<file path="config.mk">
export PLATFORM = sky130hd
export DESIGN_NAME = data_path_param
export DESIGN_NICKNAME = d
export VERILOG_FILES = /design/src/rtl/data_path_param.sv
export SDC_FILE = /design/constraint.sdc
export NUM_CORES = 1
export LEC_CHECK = 0
export CAP_MARGIN = 20
export CORE_MARGIN = 4
export CORE_UTILIZATION = 40
export CTS_CLUSTER_SIZE = 10
export DETAILED_ROUTE_END_ITERATION = 10
export PLACE_DENSITY = 0.59
export REMOVE_ABC_BUFFERS = 1
export SETUP_SLACK_MARGIN = 0.3
export SKIP_LAST_GASP = 1
export SLEW_MARGIN = 0
export SYNTH_ARGS = -nofsm -noshare
export SYNTH_HDL_FRONTEND = slang
export SYNTH_SLANG_ARGS = --single-unit
</file>
<file path="constraint.sdc">
create_clock -name Clk -period 6 [get_ports Clk]
set_clock_uncertainty 0.05 [all_clocks]
set_input_delay 0.6 -clock Clk [delete_from_list [all_inputs] [get_ports Clk]]
set_output_delay 0.6 -clock Clk [all_outputs]
set_load 0.02 [all_outputs]
</file>
<file path="src/rtl/data_path_param.sv">
// Parametrised two-bus data path: PC, MAR, IR, CCR, N-entry register file.
// Optional stack pointer built when DATA_PATH_SP_EN is defined.
module data_path_param #(
   parameter int                DATA_W   = 8,
   parameter int                ADDR_W   = 8,
   parameter int                NUM_REGS = 4,
   parameter logic [ADDR_W-1:0] SP_RESET = '1,
   localparam int               RS_W     = $clog2(NUM_REGS)
) (
   input  logic              Clk,
   input  logic              Reset,
   input  logic [DATA_W-1:0] from_memory,
   input  logic [2:0]        ALU_Sel,
   input  logic [1:0]        Bus1_Sel,
   input  logic [1:0]        Bus2_Sel,
   input  logic [RS_W-1:0]   Rd_Sel1,
   input  logic [RS_W-1:0]   Rd_Sel2,
   input  logic [RS_W-1:0]   Wr_Sel,
   input  logic              IR_Load,
   input  logic              MAR_Load,
   input  logic              PC_Load,
   input  logic              PC_Inc,
   input  logic              Reg_Load,
   input  logic              CCR_Load,
   input  logic              SP_Inc,
   input  logic              SP_Dec,
   output logic [ADDR_W-1:0] address,
   output logic [DATA_W-1:0] to_memory,
   output logic [DATA_W-1:0] IR_out,
   output logic [3:0]        CCR_Result
);

   localparam int MSB = DATA_W - 1;

   logic [ADDR_W-1:0] pc;
   logic [ADDR_W-1:0] mar;
   logic [DATA_W-1:0] ir;
   logic [3:0]        ccr;
   logic [DATA_W-1:0] regs [NUM_REGS];

   logic [DATA_W-1:0] sp_bus;
   logic [DATA_W-1:0] bus1;
   logic [DATA_W-1:0] bus2;
   logic [DATA_W-1:0] x;
   logic [DATA_W-1:0] y;
   logic [DATA_W-1:0] opb;
   logic [DATA_W-1:0] res;
   logic [DATA_W:0]   wide;
   logic              cin;
   logic              sub;
   logic              arith;
   logic              n_f;
   logic              z_f;
   logic              v_f;
   logic              c_f;

`ifdef DATA_PATH_SP_EN
   logic [ADDR_W-1:0] sp;

   always_ff @(posedge Clk or negedge Reset) begin
      if (!Reset) begin
         sp <= SP_RESET;
      end else if (SP_Inc && !SP_Dec) begin
         sp <= sp + ADDR_W'(1);
      end else if (SP_Dec && !SP_Inc) begin
         sp <= sp - ADDR_W'(1);
      end
   end

   assign sp_bus = DATA_W'(sp);
`else
   logic sp_unused;

   assign sp_unused = ^{SP_Inc, SP_Dec, SP_RESET};
   assign sp_bus    = '0;
`endif

   always_comb begin
      bus1 = '0;
      unique case (Bus1_Sel)
         2'd0: bus1 = DATA_W'(pc);
         2'd1: bus1 = regs[Rd_Sel1];
         2'd2: bus1 = regs[Rd_Sel2];
         2'd3: bus1 = sp_bus;
      endcase
   end

   // Arithmetic ops share one adder/subtractor; logic ops bypass it.
   always_comb begin
      x     = bus1;
      y     = regs[Rd_Sel2];
      opb   = y;
      cin   = 1'b0;
      sub   = 1'b0;
      arith = 1'b1;
      res   = '0;
      wide  = '0;
      unique case (ALU_Sel)
         3'b000: ;
         3'b001: sub = 1'b1;
         3'b010: begin arith = 1'b0; res = x & y; end
         3'b011: begin arith = 1'b0; res = x | y; end
         3'b100: opb = DATA_W'(1);
         3'b101: begin opb = DATA_W'(1); sub = 1'b1; end
         3'b110: cin = ccr[0];
         3'b111: begin arith = 1'b0; res = x ^ y; end
      endcase
      c_f = 1'b0;
      v_f = 1'b0;
      if (arith) begin
         if (sub) begin
            wide = {1'b0, x} - {1'b0, opb};
            v_f  = (x[MSB] != opb[MSB]) && (wide[MSB] != x[MSB]);
         end else begin
            wide = {1'b0, x} + {1'b0, opb} + {{DATA_W{1'b0}}, cin};
            v_f  = (x[MSB] == opb[MSB]) && (wide[MSB] != x[MSB]);
         end
         res = wide[MSB:0];
         c_f = wide[DATA_W];
      end
      n_f = res[MSB];
      z_f = (res == '0);
   end

   always_comb begin
      bus2 = '0;
      unique case (Bus2_Sel)
         2'd0: bus2 = res;
         2'd1: bus2 = bus1;
         2'd2: bus2 = from_memory;
         2'd3: bus2 = '0;
      endcase
   end

   always_ff @(posedge Clk or negedge Reset) begin
      if (!Reset) begin
         pc  <= '0;
         mar <= '0;
         ir  <= '0;
         ccr <= '0;
         for (int i = 0; i < NUM_REGS; i++) begin
            regs[i] <= '0;
         end
      end else begin
         if (IR_Load) ir <= bus2;
         if (MAR_Load) mar <= bus2[ADDR_W-1:0];
         if (PC_Load) begin
            pc <= bus2[ADDR_W-1:0];
         end else if (PC_Inc) begin
            pc <= pc + ADDR_W'(1);
         end
         if (CCR_Load) ccr <= {n_f, z_f, v_f, c_f};
         if (Reg_Load) regs[Wr_Sel] <= bus2;
      end
   end

   assign address    = mar;
   assign to_memory  = bus1;
   assign IR_out     = ir;
   assign CCR_Result = ccr;

endmodule

</file>
Yosys cells after proc, flatten, opt, wreduce, memory -nomap -nowiden
Cells that the tools add are included.
{ "totals": {"regBits": 60, "in_bits": 31} }
{ "op_classes": {"n_eq_ne": 17, "reduce_logical": 10, "order_cmp": 4, "bitwise_logic": 6, "n_addsub": 4, "muxes": 22} }
{ "ops": {"columns": ["op", "n"], "rows": [
  ["8-bit 2-to-1 mux", 9],
  ["8-bit one-hot mux with 4 select lines", 2],
  ["8-bit binary-select mux with 2-bit select", 2],
  ["32-bit bitwise mux", 1],
  ["8-bit one-hot mux with 3 select lines", 1],
  ["8-bit demux with 2-bit select", 1],
  ["3-bit == test (second input constant)", 4],
  ["8-bit by 8-bit adder with 9-bit output", 1],
  ["9-bit by 1-bit adder with 9-bit output", 1],
  ["3-bit greater-or-equal comparator (second input constant)", 3],
  ["9-bit 2-to-1 mux", 1],
  ["2-bit inverter with 3-bit output", 3],
  ["8-bit by 8-bit subtractor with 9-bit output", 1],
  ["8-bit by 1-bit adder with 8-bit output (second input constant)", 1],
  ["8-bit bitwise AND", 1],
  ["2-bit == test (second input constant)", 4],
  ["8-bit logical NOT", 1],
  ["8-bit OR", 1],
  ["8-bit XOR", 1],
  ["3-bit by 2-bit == test with 1-bit output (second input constant)", 2],
  ["1-bit 2-to-1 mux", 5],
  ["2-bit by 1-bit == test with 1-bit output (second input constant)", 2],
  ["2-bit logical NOT", 2],
  ["2-bit OR reduction", 2],
  ["7 further kinds", 11]
]} }

Depth between registers and ports, before layout
Gate-level depths: netlist of the first run.
{ "depth": {"word_depth": 11, "mapped_depth": 16, "mapped_depth_nobuf": 14} }

Worst setup path before layout of the first run
OpenSTA, ideal clock, no wires.
{ "synth_path": {"path_kind": "input to register", "startpoint": "input Rd_Sel1[0]", "endpoint": "register regs[12] (netlist bit)", "setup_time_ps": 142, "n_path_buf": 1, "slack_ps": 1651, "cell_stages": 14, "arrival_time_ps": 4158, "cell_sequence": "buf_2 -> mux4_2 -> mux2i_1 -> o21ai_0 -> fa_1 -> ha_1 -> or2_2 -> a221oi_1 -> o2bb2ai_1 -> xnor2_1 -> o21ai_0 -> o21ai_0 -> a22oi_1 -> o21ai_0"} }
{ "synth_via": {"elab_chain_len": 11} }
{ "synth_lines": {"columns": ["item", "line", "rtl"], "rows": [
  ["from (decl)", "16", "input logic [RS_W-1:0] Rd_Sel1,"],
  ["2-bit inverter with 3-bit output (implied by the code) *", "82", "2'd1: bus1 = regs[Rd_Sel1];"],
  ["8-bit binary-select mux with 2-bit select *", "82", null],
  ["8-bit 2-to-1 mux (implied by the code) * (2 in a row)", "82", null],
  ["8-bit one-hot mux with 4 select lines *", "80", "unique case (Bus1_Sel)"],
  ["via to_memory[0]", "28", "output logic [DATA_W-1:0] to_memory,"],
  ["8-bit by 8-bit adder with 9-bit output", "115", "wide = {1'b0, x} + {1'b0, opb} + {{DATA_W{1'b0}}, cin};"],
  ["9-bit by 1-bit adder with 9-bit output", "115", null],
  ["9-bit 2-to-1 mux *", "111", "if (sub) begin"],
  ["8-bit 2-to-1 mux *", "110", "if (arith) begin"],
  ["8-bit one-hot mux with 4 select lines *", "127", "unique case (Bus2_Sel)"],
  ["32-bit bitwise mux *", "153", "if (Reg_Load) regs[Wr_Sel] <= bus2;"],
  ["to (signal, indexed assignment)", "153", null],
  ["to (decl)", "39", "logic [DATA_W-1:0] regs [NUM_REGS];"]
]} }
Mark *: on every way through the listed nets, which the timed path passes. The rest lies on a longest branch. The select of a mux whose other input is x is not followed.
A chain may end at the register's enable or synchronous reset.

Final worst setup path of the first run
{ "layout_path": {"startpoint": "input Rd_Sel1[0]", "endpoint": "register regs[6] (netlist bit)"} }
{ "layout_via": {"elab_chain_len": 11} }
{ "layout_lines": {"columns": ["item", "line"], "rows": [
  ["2-bit inverter with 3-bit output (implied by the code) *", "82"],
  ["8-bit binary-select mux with 2-bit select *", "82"],
  ["8-bit 2-to-1 mux (implied by the code) * (2 in a row)", "82"],
  ["8-bit one-hot mux with 4 select lines *", "80"],
  ["8-bit by 8-bit adder with 9-bit output", "115"],
  ["9-bit by 1-bit adder with 9-bit output", "115"],
  ["9-bit 2-to-1 mux", "111"],
  ["8-bit 2-to-1 mux", "110"],
  ["8-bit one-hot mux with 4 select lines *", "127"],
  ["32-bit bitwise mux *", "153"]
]} }
Every way passes the cells marked *; elsewhere a longest branch is shown, timed or not. The select of a mux whose other input is x is not followed.

==> metrics.yaml, run 1 <==
setup_viol: 0
syn_area_per_cell_um2: 8.633
r2r-end: "regs[6]"
setup_ws_ps: 1114
rsz0062_at_grt: "no"
root_buffer: "clkbuf_8"
ir_drop_mv: 0.1590
synth_top_area_cell: "dfrtp_1"
powerDensity_nw_per_um2: 296.9
rr_worst_depth: 14
dr.first_iter.drc_count: 219
worstSetupStartpointType: "primary input"
clock.fmax_mhz: 204.7
slew-limit-headroom_pct: 47.98
critPathMostFrequentCell: "a221oi_1"
cp_slowest_cell: "mux4_2"
cp_cell_sequence: "clkdlybuf4s50_1 -> buf_4 -> mux4_2 -> mux2i_1 -> o21ai_0 -> buf_4 -> fa_1 -> ha_1 -> or2_2 -> a221oi_1 -> nor2_1 -> o21bai_1 -> a221oi_1 -> a221oi_1 -> a21oi_1 -> o21ai_0"
cts_htree_levels: 3
fin_total_pwr_w: 0.001598
yosysMostFrequentCell: "nand2_1"
synthArstFlopShare_pct: 100.0
ff2ff_setup_slack_ps: 1710
leakagePower_nw: 2.393
pre_cts_ws_ps: 800.2
io_pins: 59
ant_nets: 0
cts_made_buffers: 9
grt_remaining_overflow: 0
syn_to_final_growth_pct: 20.13
worst_pin_slew_ps: 772.1
post_cts_buffers: 0
drive_above_1_share_pct: 9.217
syn_area_um2: 4481
vias: 3879
grt_pass1_wl_um: 19660
nNetsFinal: 636
die_area_um2: 12960
cts_resized: 0
die_w_um: 113.8
synthCells: 519
worstPathMaxFanout: 9
synthSimpleGateAreaFrac_pct: 17.40
fp.dieH_um: 113.8
core_um2: 10890
std_cell_rows: 38
synth_top_family_by_area: "compound AO/OA/AOI/OAI gates"
final.setup.tns_ps: 0
hpwl_um: 9039
cp-end-kind: "register"
synthFlopType: "dfrtp_1"
start_util_pct: 41.15
critPathTopFamily: "compound AO/OA/AOI/OAI gates"
antenna_found_initial: 0
via_per_inst: 5.425
synth_mux_area_share_pct: 11.20
critPathKind: "in -> reg"
synth_seq_cells: 60
gr-usage-all-layers_pct: 18.67
synth_edf_count: 0
period_minus_slack_ps: 4886
synth_commonest_cells: "nand2_1 (66), dfrtp_1 (60), nor2_1 (55), a21oi_1 (51), o21ai_0 (38)"
r2r_start: "regs[0]"
synthAdderAreaFrac_pct: 9.830
ys_warn_count: 0
synth_top_area_share_pct: 33.51
critPathRequiredTime_ps: 6180
critPathArrivalTime_ps: 5070
grt_pass1_vias: 3968
slowest_delay_ps: 530
synth_seq_area_share_pct: 33.51
cts.clk_slew.worst_paths_ps: 70
yosysUniqueCellTypes: 60
drt_first_pass_iters: 5
fin_util_pct: 49.44
cts.sinks: 60
place.gp.congestion: 0.8423
finalCritPeriodShare_pct: 81.43
finalWirelength_um: 11570
holdCritPathClass: "in -> async"
clock_latency_ps: 320
synth_xor_area_share_pct: 2.737
io_buffers: 56
synthTopCellsByArea: "dfrtp_1 (34%), ha_1 (8.9%), mux4_2 (7.5%)"
hold-worst-slack_ps: 373.8
outcome: "complete, no violations"
drc: 0
wire_per_inst_um: 16.18
synth-compound-area-share_pct: 19.41
finalHoldViolCount: 0
cts_tree: "built"
cap_violations: 0
grt_max_degree: 61
diodes: 0
nFillCells: 1055
clockBufferDepth: 2
cts_hold_buf: 0
worst-path-buf-inv: 3
slew_viol_final: 0
## cells by family (layout without fill, tap and decap cells)
group                    after synthesis  after routing
AND/OR/NAND/NOR                      172            172
XOR/XNOR                              14             14
buffers and inverters                 65            121
multiplexers                          31             31
adder cells (fa/ha/maj)               34             34
flip-flops                            60             60
AO/OA/AOI/OAI                        143            143
## metrics by stage
stage | area (um2) | cells
after floorplan | 4354 | 491
after global placement | 5182 | 700
after detailed placement | 5182 | 700
after CTS | 5383 | 715
after global routing | 5383 | 715
final | 5383 | 715
## worst max-delay path by stage
stage | startpoint | end | slack (ps) | cells after the start
finish | Rd_Sel1[0] | regs[6] | 1110 | 16
global route | Bus1_Sel[0] | IR_out[7] | 720 | 12
CTS | Rd_Sel1[0] | regs[22] | 1140 | 16
detailed placement | Bus1_Sel[0] | regs[22] | 800 | 15
global placement | Rd_Sel1[0] | regs[14] | 860 | 16
floorplan | Rd_Sel1[0] | regs[28] | 1950 | 13
## placed cells by master, fill, tap and decap left out, drive strengths merged, types with 14 or more instances in the layout
| cell | n |
|---|---|
| nand2 | 67 |
| inv | 37 |
| a21oi | 51 |
| dfrtp | 60 |
| nor2 | 56 |
| o21ai | 41 |
| ha | 32 |
| clkdlybuf4s50 | 55 |
| mux4 | 15 |
| buf | 14 |
## layout make-up
cell class / instances / area (um2) / area share [%]
Clock buffer: 11 / 151.4 / 2.813
Clock inverter: 4 / 48.80 / 0.9066
Inverter: 37 / 138.9 / 2.580
Multi-Input combinational cell: 394 / 2714 / 50.42
Sequential cell: 60 / 1501 / 27.89
Tap cell: 140 / 175.2 / 3.254
Timing Repair Buffer: 69 / 653.1 / 12.13
## power by group
| group | internal [W] | switching, W |
|---|---|---|
| combinational | 0.000311 | 0.000387 |
| sequential | 0.000481 | 0.0000564 |
| clock | 0.000211 | 0.000151 |
## sequential cells by signal, summed over array words and instances (netlist names)
| name | flops |
|---|---|
| address | 8 |
| CCR_Result | 4 |
| regs | 32 |
| pc | 8 |
| IR_out | 8 |
## per-layer routing
metal	vias to the layer above	routed length (um)	GRT usage [%]
met5	-	0	0
met4	0	289	6.572
met3	18	545	2.706
met2	101	5753	31.65
met1	1817	4980	24.46
li1	1943	-	-
No activity file was read; power rests on OpenSTA's default activity.
==> run 2: changes to the inputs <==
Clock period 6 ns to 4.88 ns, I/O delays scaled along.
==> run 2 against run 1 <==
Register-to-register slack lost 760 ps. Sequential share of layout area decreased by 0.47 points. Non-clock buffer count rose by 11. Largest cell class unchanged. Worst hold slack worse by 110 ps. Global-route usage up 0.66 points. Highest routed layer unchanged.
==> metrics.yaml, run 2 (synthesis results as in run 1) <==
critPathRequiredTime_ps: 5080  # -1100 ps
worstSetupStartpointType: "primary input"
powerDensity_nw_per_um2: 362.8  # +22%
root_buffer: "clkbuf_8"
core_um2: 10890  # unchanged
drt_first_pass_iters: 4  # -1
dr.first_iter.drc_count: 211  # -3.7%
die_w_um: 113.8  # unchanged
clockBufferDepth: 2  # unchanged
sw_frac_of_total_pct: 38.15  # +0.96 points
setup_viol: 0  # unchanged
gr-usage-all-layers_pct: 19.33  # +0.66 points
rr_worst_depth: 13  # -1
nFillCells: 1079  # +2.3%
start_util_pct: 41.15  # unchanged
fp.dieH_um: 113.8  # unchanged
internal-power_w: 0.001229  # +22%
critPathKind: "in -> reg"
leakagePower_nw: 2.437  # +1.8%
slew_viol_final: 0  # unchanged
grt_pass1_vias: 4113  # +3.7%
drc: 0  # unchanged
via_per_inst: 5.444  # +0.35%
diodes: 0  # unchanged
rsz0062_at_grt: "yes"
worstPathMaxFanout: 8  # -1
outcome: "complete, no violations"
post_cts_buffers: 0  # unchanged
ff2ff_setup_slack_ps: 950  # -760 ps
cts.sinks: 60  # unchanged
clock_latency_ps: 330  # about the same
dp.cells: 711  # +1.6%
nNetsFinal: 647  # +1.7%
p_comb_share_pct: 45.1  # +1.4 points
critPathArrivalTime_ps: 4460  # -610 ps
ant_nets: 0  # unchanged
r2r_start: "regs[0]"
ir_drop_mv: 0.2378  # +50%
clock.fmax_mhz: 234.9
largest_register_ffs: 32  # unchanged
clock_power_share_pct: 21.5  # -1.2 points
final.setup.tns_ps: 0  # unchanged
cp-end-kind: "register"
drive_above_1_share_pct: 11.58  # +2.4 points
cts_tree: "built"
hpwl_um: 9311  # +3.0%
io_pins: 59  # unchanged
hold-worst-slack_ps: 263.1  # -110.7 ps
antenna_found_initial: 0  # unchanged
worst_pin_slew_ps: 828.8  # +56.70 ps
finalCritPeriodShare_pct: 87.22
slew-limit-headroom_pct: 44.16  # -3.8 points
layout_common_cells: "nand2_1 (66), dfrtp_1 (60), nor2_1 (55), clkdlybuf4s50_1 (55), a21oi_1 (49)"
grt_remaining_overflow: 0  # unchanged
cts_made_buffers: 9  # unchanged
power.switching_w: 0.0007578  # +27%
place.gp.congestion: 0.9396  # +12%
cts_htree_levels: 3  # unchanged
std_cell_rows: 38  # unchanged
final_common_cell: "nand2_1"
syn_to_final_growth_pct: 22.20
wire_per_inst_um: 16.35  # +1.0%
io_buffers: 56  # unchanged
vias: 3958  # +2.0%
cts.clk_slew.worst_paths_ps: 70  # about the same
grt_pass1_wl_um: 20320  # +3.4%
die_area_um2: 12960  # unchanged
fin_cells: 727  # +1.7%
holdCritPathClass: "in -> async"
r2r-end: "regs[6]"
finalHoldViolCount: 0  # unchanged
power_frac_seq_pct: 33.4  # -0.2 points
grt_max_degree: 61  # unchanged
regMostFlops: "regs"
period_minus_slack_ps: 4256
finalWirelength_um: 11880  # +2.7%
cap_violations: 0  # unchanged
-- run 2: power by group through the flow --
| stage | clock, W | sequential (W) | combinational, W |
|---|---|---|---|
| 2_1_floorplan | 0 | 0.000685 | 0.000536 |
| 3_3_place_gp | 0 | 0.000663 | 0.000864 |
| 3_5_place_dp | 0 | 0.000669 | 0.000880 |
| 4_1_cts | 0.000436 | 0.000662 | 0.000886 |
| 5_1_grt | 0.000464 | 0.000677 | 0.00100 |
| 6_report | 0.000426 | 0.000663 | 0.000897 |
-- run 2: metrics by stage --
stage                     instance area (um2)  utilization (%)  power [W]  setup slack, ps
final                                    5475            50.29   0.001986            623.6
after global placement                   5265            48.36   0.001527            179.8
after global routing                     5475            50.29   0.002145            281.7
after floorplan                          4354                -   0.001221            943.1
after detailed placement                 5265            48.36   0.001549            39.14
after CTS                                5449            50.05   0.001984            396.0
-- run 2: worst max path at each step --
stage	start	end	slack [ps]	depth (start not counted)
after floorplan	Rd_Sel1[0]	regs[28]	940	13
after global placement	Rd_Sel1[0]	regs[23]	180	17
after detailed placement	Rd_Sel1[0]	regs[22]	40	14
after CTS	Rd_Sel1[0]	regs[6]	400	14
after global routing	Rd_Sel1[0]	regs[7]	280	17
final	Rd_Sel1[0]	pc[7]	620	17
-- run 2: timing repair --
item / in CTS / in global routing
gates resized for setup: 0 / 5
hold buffers: 0 / 0
endpoints found under the setup margin: 0 / 21
-- run 2: critical path, stage by stage --
cell and delay (ps):
clkdlybuf4s50_1 510, buf_4 220, mux4_2 520, mux2i_1 140, nor2_1 70, a21oi_2 190
inv_1 130, ha_1 430, nor4_2 420, nand4_1 170, o22ai_1 230, a21oi_1 100
nand4_1 90, nor3b_1 270, a21oi_1 120, buf_4 180, a21oi_1 170
-- run 2: layer usage --
metal	global-route usage (%)	vias to the layer above	part of all wire [%]
met4	5.463	0	1.8
met2	33.37	73	49
li1	-	1963	-
met3	2.812	15	2.6
met1	25.35	1907	47
met5	0	-	0
-- run 2: cell type report --
type,instances,area (um2),share of cell area (%)
well taps,140,175.2,3.199
multi-input cells,394,2740,50.05
clock inverters,5,52.55,0.9598
inverters,37,138.9,2.537
flip-flops and latches,60,1501,27.42
repair buffers,80,735.7,13.44
clock buffers,11,131.4,2.399
==> run 3: changes to the inputs <==
Clock period 4.88 ns to 5.1 ns, I/O delays scaled along.
==> run 3 against run 2 <==
Worst hold slack gained 7.5 ps. Count of clock-buffer cells in the layout decreased by 1. Combinational power fell by 6.2%. Critical path depth down 1. Via count fell by 2.2%. Design area shrank 0.30%. Largest power group unchanged. Highest routed layer unchanged.
==> metrics.yaml, run 3 (synthesis results as in run 1) <==
rr_worst_depth: 13  # unchanged
slowest_delay_ps: 520  # about the same
vias: 3870  # -2.2%
clock_power_share_pct: 24.5  # +3.0 points
ff2ff_setup_slack_ps: 1100  # +150 ps
outcome: "complete, no violations"
start_util_pct: 41.15  # unchanged
critPathRequiredTime_ps: 5300  # +220 ps
final.setup.tns_ps: 0  # unchanged
grt_pass1_wl_um: 19480  # -4.1%
sw_frac_of_total_pct: 37.25  # -0.90 points
fin_total_pwr_w: 0.001951  # -1.8%
r2r_start: "regs[0]"
nNetsFinal: 639  # -1.2%
ir_drop_mv: 0.2819  # +19%
drive_above_1_share_pct: 10.88  # -0.70 points
cp_slowest_cell: "mux4_2"
power_frac_seq_pct: 32.4  # -1.0 points
core_um2: 10890  # unchanged
p_comb_share_pct: 43.1  # -2.0 points
layout_common_cells: "nand2_1 (66), dfrtp_1 (60), nor2_1 (55), clkdlybuf4s50_1 (55), a21oi_1 (48)"
rsz0062_at_grt: "no"
setup_viol: 0  # unchanged
worst-path-buf-inv: 4  # unchanged
power.switching_w: 0.0007268  # -4.1%
critPathKind: "in -> reg"
powerDensity_nw_per_um2: 357.5  # -1.5%
crit_path_end: "regs[14]"
fp.dieH_um: 113.8  # unchanged
hpwl_um: 9261  # -0.54%
clock.fmax_mhz: 226.2
syn_to_final_growth_pct: 21.84
std_cell_rows: 38  # unchanged
ant_nets: 0  # unchanged
drt_first_pass_iters: 4  # unchanged
crit_cells: 16  # -1
internal-power_w: 0.001224  # -0.33%
holdCritPathClass: "in -> async"
grt_max_degree: 61  # unchanged
cap_violations: 0  # unchanged
dr.first_iter.drc_count: 291  # +38%
cts_htree_levels: 3  # unchanged
worst_pin_slew_ps: 873.5  # +44.69 ps
cts_tree: "built"
drc: 0  # unchanged
root_buffer: "clkbuf_8"
critPathArrivalTime_ps: 4620  # +160 ps
slew-limit-headroom_pct: 41.15  # -3.0 points
cts_hold_buf: 0  # unchanged
io_pins: 59  # unchanged
worstSetupStartpointType: "primary input"
cp_cell_sequence: "clkdlybuf4s50_1 -> buf_4 -> mux4_2 -> mux2i_1 -> nor2_1 -> a21oi_1 -> inv_1 -> ha_1 -> inv_1 -> a221oi_1 -> nor2_1 -> o21bai_1 -> a221oi_1 -> a221oi_2 -> a21oi_2 -> o21ai_0"
cp-end-kind: "register"
finalWirelength_um: 11770  # -0.98%
io_buffers: 56  # unchanged
hold-worst-slack_ps: 270.5  # +7.466 ps
leakagePower_nw: 2.413  # -0.99%
clock_latency_ps: 340  # about the same
nFillCells: 1063  # -1.5%
worstPathMaxFanout: 8  # unchanged
cts.clk_slew.worst_paths_ps: 70  # about the same
grt_pass1_vias: 3865  # -6.0%
gr-usage-all-layers_pct: 18.68  # -0.65 points
diodes: 0  # unchanged
grt_remaining_overflow: 0  # unchanged
critPathLaunch: "Rd_Sel1[0]"
cts_made_buffers: 9  # unchanged
antenna_found_initial: 0  # unchanged
period_minus_slack_ps: 4420
critPathTopFamily: "compound AO/OA/AOI/OAI gates"
die_area_um2: 12960  # unchanged
r2r-end: "regs[14]"
slew_viol_final: 0  # unchanged
regMostFlops: "regs"
die_w_um: 113.8  # unchanged
final_common_cell: "nand2_1"
finalCritPeriodShare_pct: 86.67
largest_register_ffs: 32  # unchanged
place.gp.congestion: 0.9021  # -4.0%
clockBufferDepth: 2  # unchanged
via_per_inst: 5.382  # -1.1%
finalHoldViolCount: 0  # unchanged
cts.sinks: 60  # unchanged
wire_per_inst_um: 16.37  # +0.13%
[run 3: changes by cell type in the layout (fill, tap and decap cells not counted), sizes merged]
cell      change
bufinv        +1
clkinv        -2
buf           -8
clkinvlp      +2
clkbuf        -1
[run 3: worst min-delay path by stage]
stage | end | slack (ps)
final | address[7] | 270
after global placement | regs[16] | 420
after CTS | address[7] | 300
after detailed placement | CCR_Result[2] | 440
after global routing | address[6] | 320
after floorplan | CCR_Result[0] | 160
[run 3: area by class of cell]
cell class                 instances  area, um2  share of cell area, %
inverter                          37      138.9                  2.544
multi-input combinational        394       2743                  50.24
sequential                        60       1501                  27.50
clock inverter                     6      87.58                  1.604
timing repair buffer              72      675.6                  12.38
tap                              140      175.2                  3.209
clock buffer                      10      137.6                  2.521
[run 3: stage by stage]
| stage | instance area [um2] | cells | utilization [%] | setup WS [ps] |
|---|---|---|---|---|
| floorplan | 4354 | 491 | - | 1141 |
| global placement | 5205 | 703 | 47.81 | 76.06 |
| detailed placement | 5205 | 703 | 47.81 | 36.39 |
| CTS | 5430 | 719 | 49.87 | 392.6 |
| global route | 5459 | 719 | 50.14 | 400.6 |
| finish | 5459 | 719 | 50.14 | 679.7 |
[run 3: metal layers]
metal | track usage, % | routed length (um) | up-vias
li1 | - | - | 1940
met1 | 24.22 | 5366 | 1834
met2 | 32.47 | 5885 | 85
met3 | 2.865 | 377 | 11
met4 | 5.226 | 139 | 0
met5 | 0 | 0 | -
[run 3: worst reg2reg max path, delay by kind of cell (launching register included)]
family	cells	cell delay (ps)
and+or+nand+nor	2	390
adders and majority gates	2	760
AOI/OAI and AO/OA	7	1710
DFF	1	400
muxes	2	600
[run 3: power groups by stage]
stage / clock network [W] / registers [W] / logic [W]
after floorplan: 0 / 0.000656 / 0.000513
after global placement: 0 / 0.000635 / 0.000807
after detailed placement: 0 / 0.000639 / 0.000825
after CTS: 0.000494 / 0.000632 / 0.000830
after global routing: 0.000515 / 0.000645 / 0.000935
final: 0.000479 / 0.000632 / 0.000841
[run 3: what timing repair did]
action,in CTS,in global routing
setup buffers,0,0
resized for setup,0,6
endpoints found under the setup margin,0,15
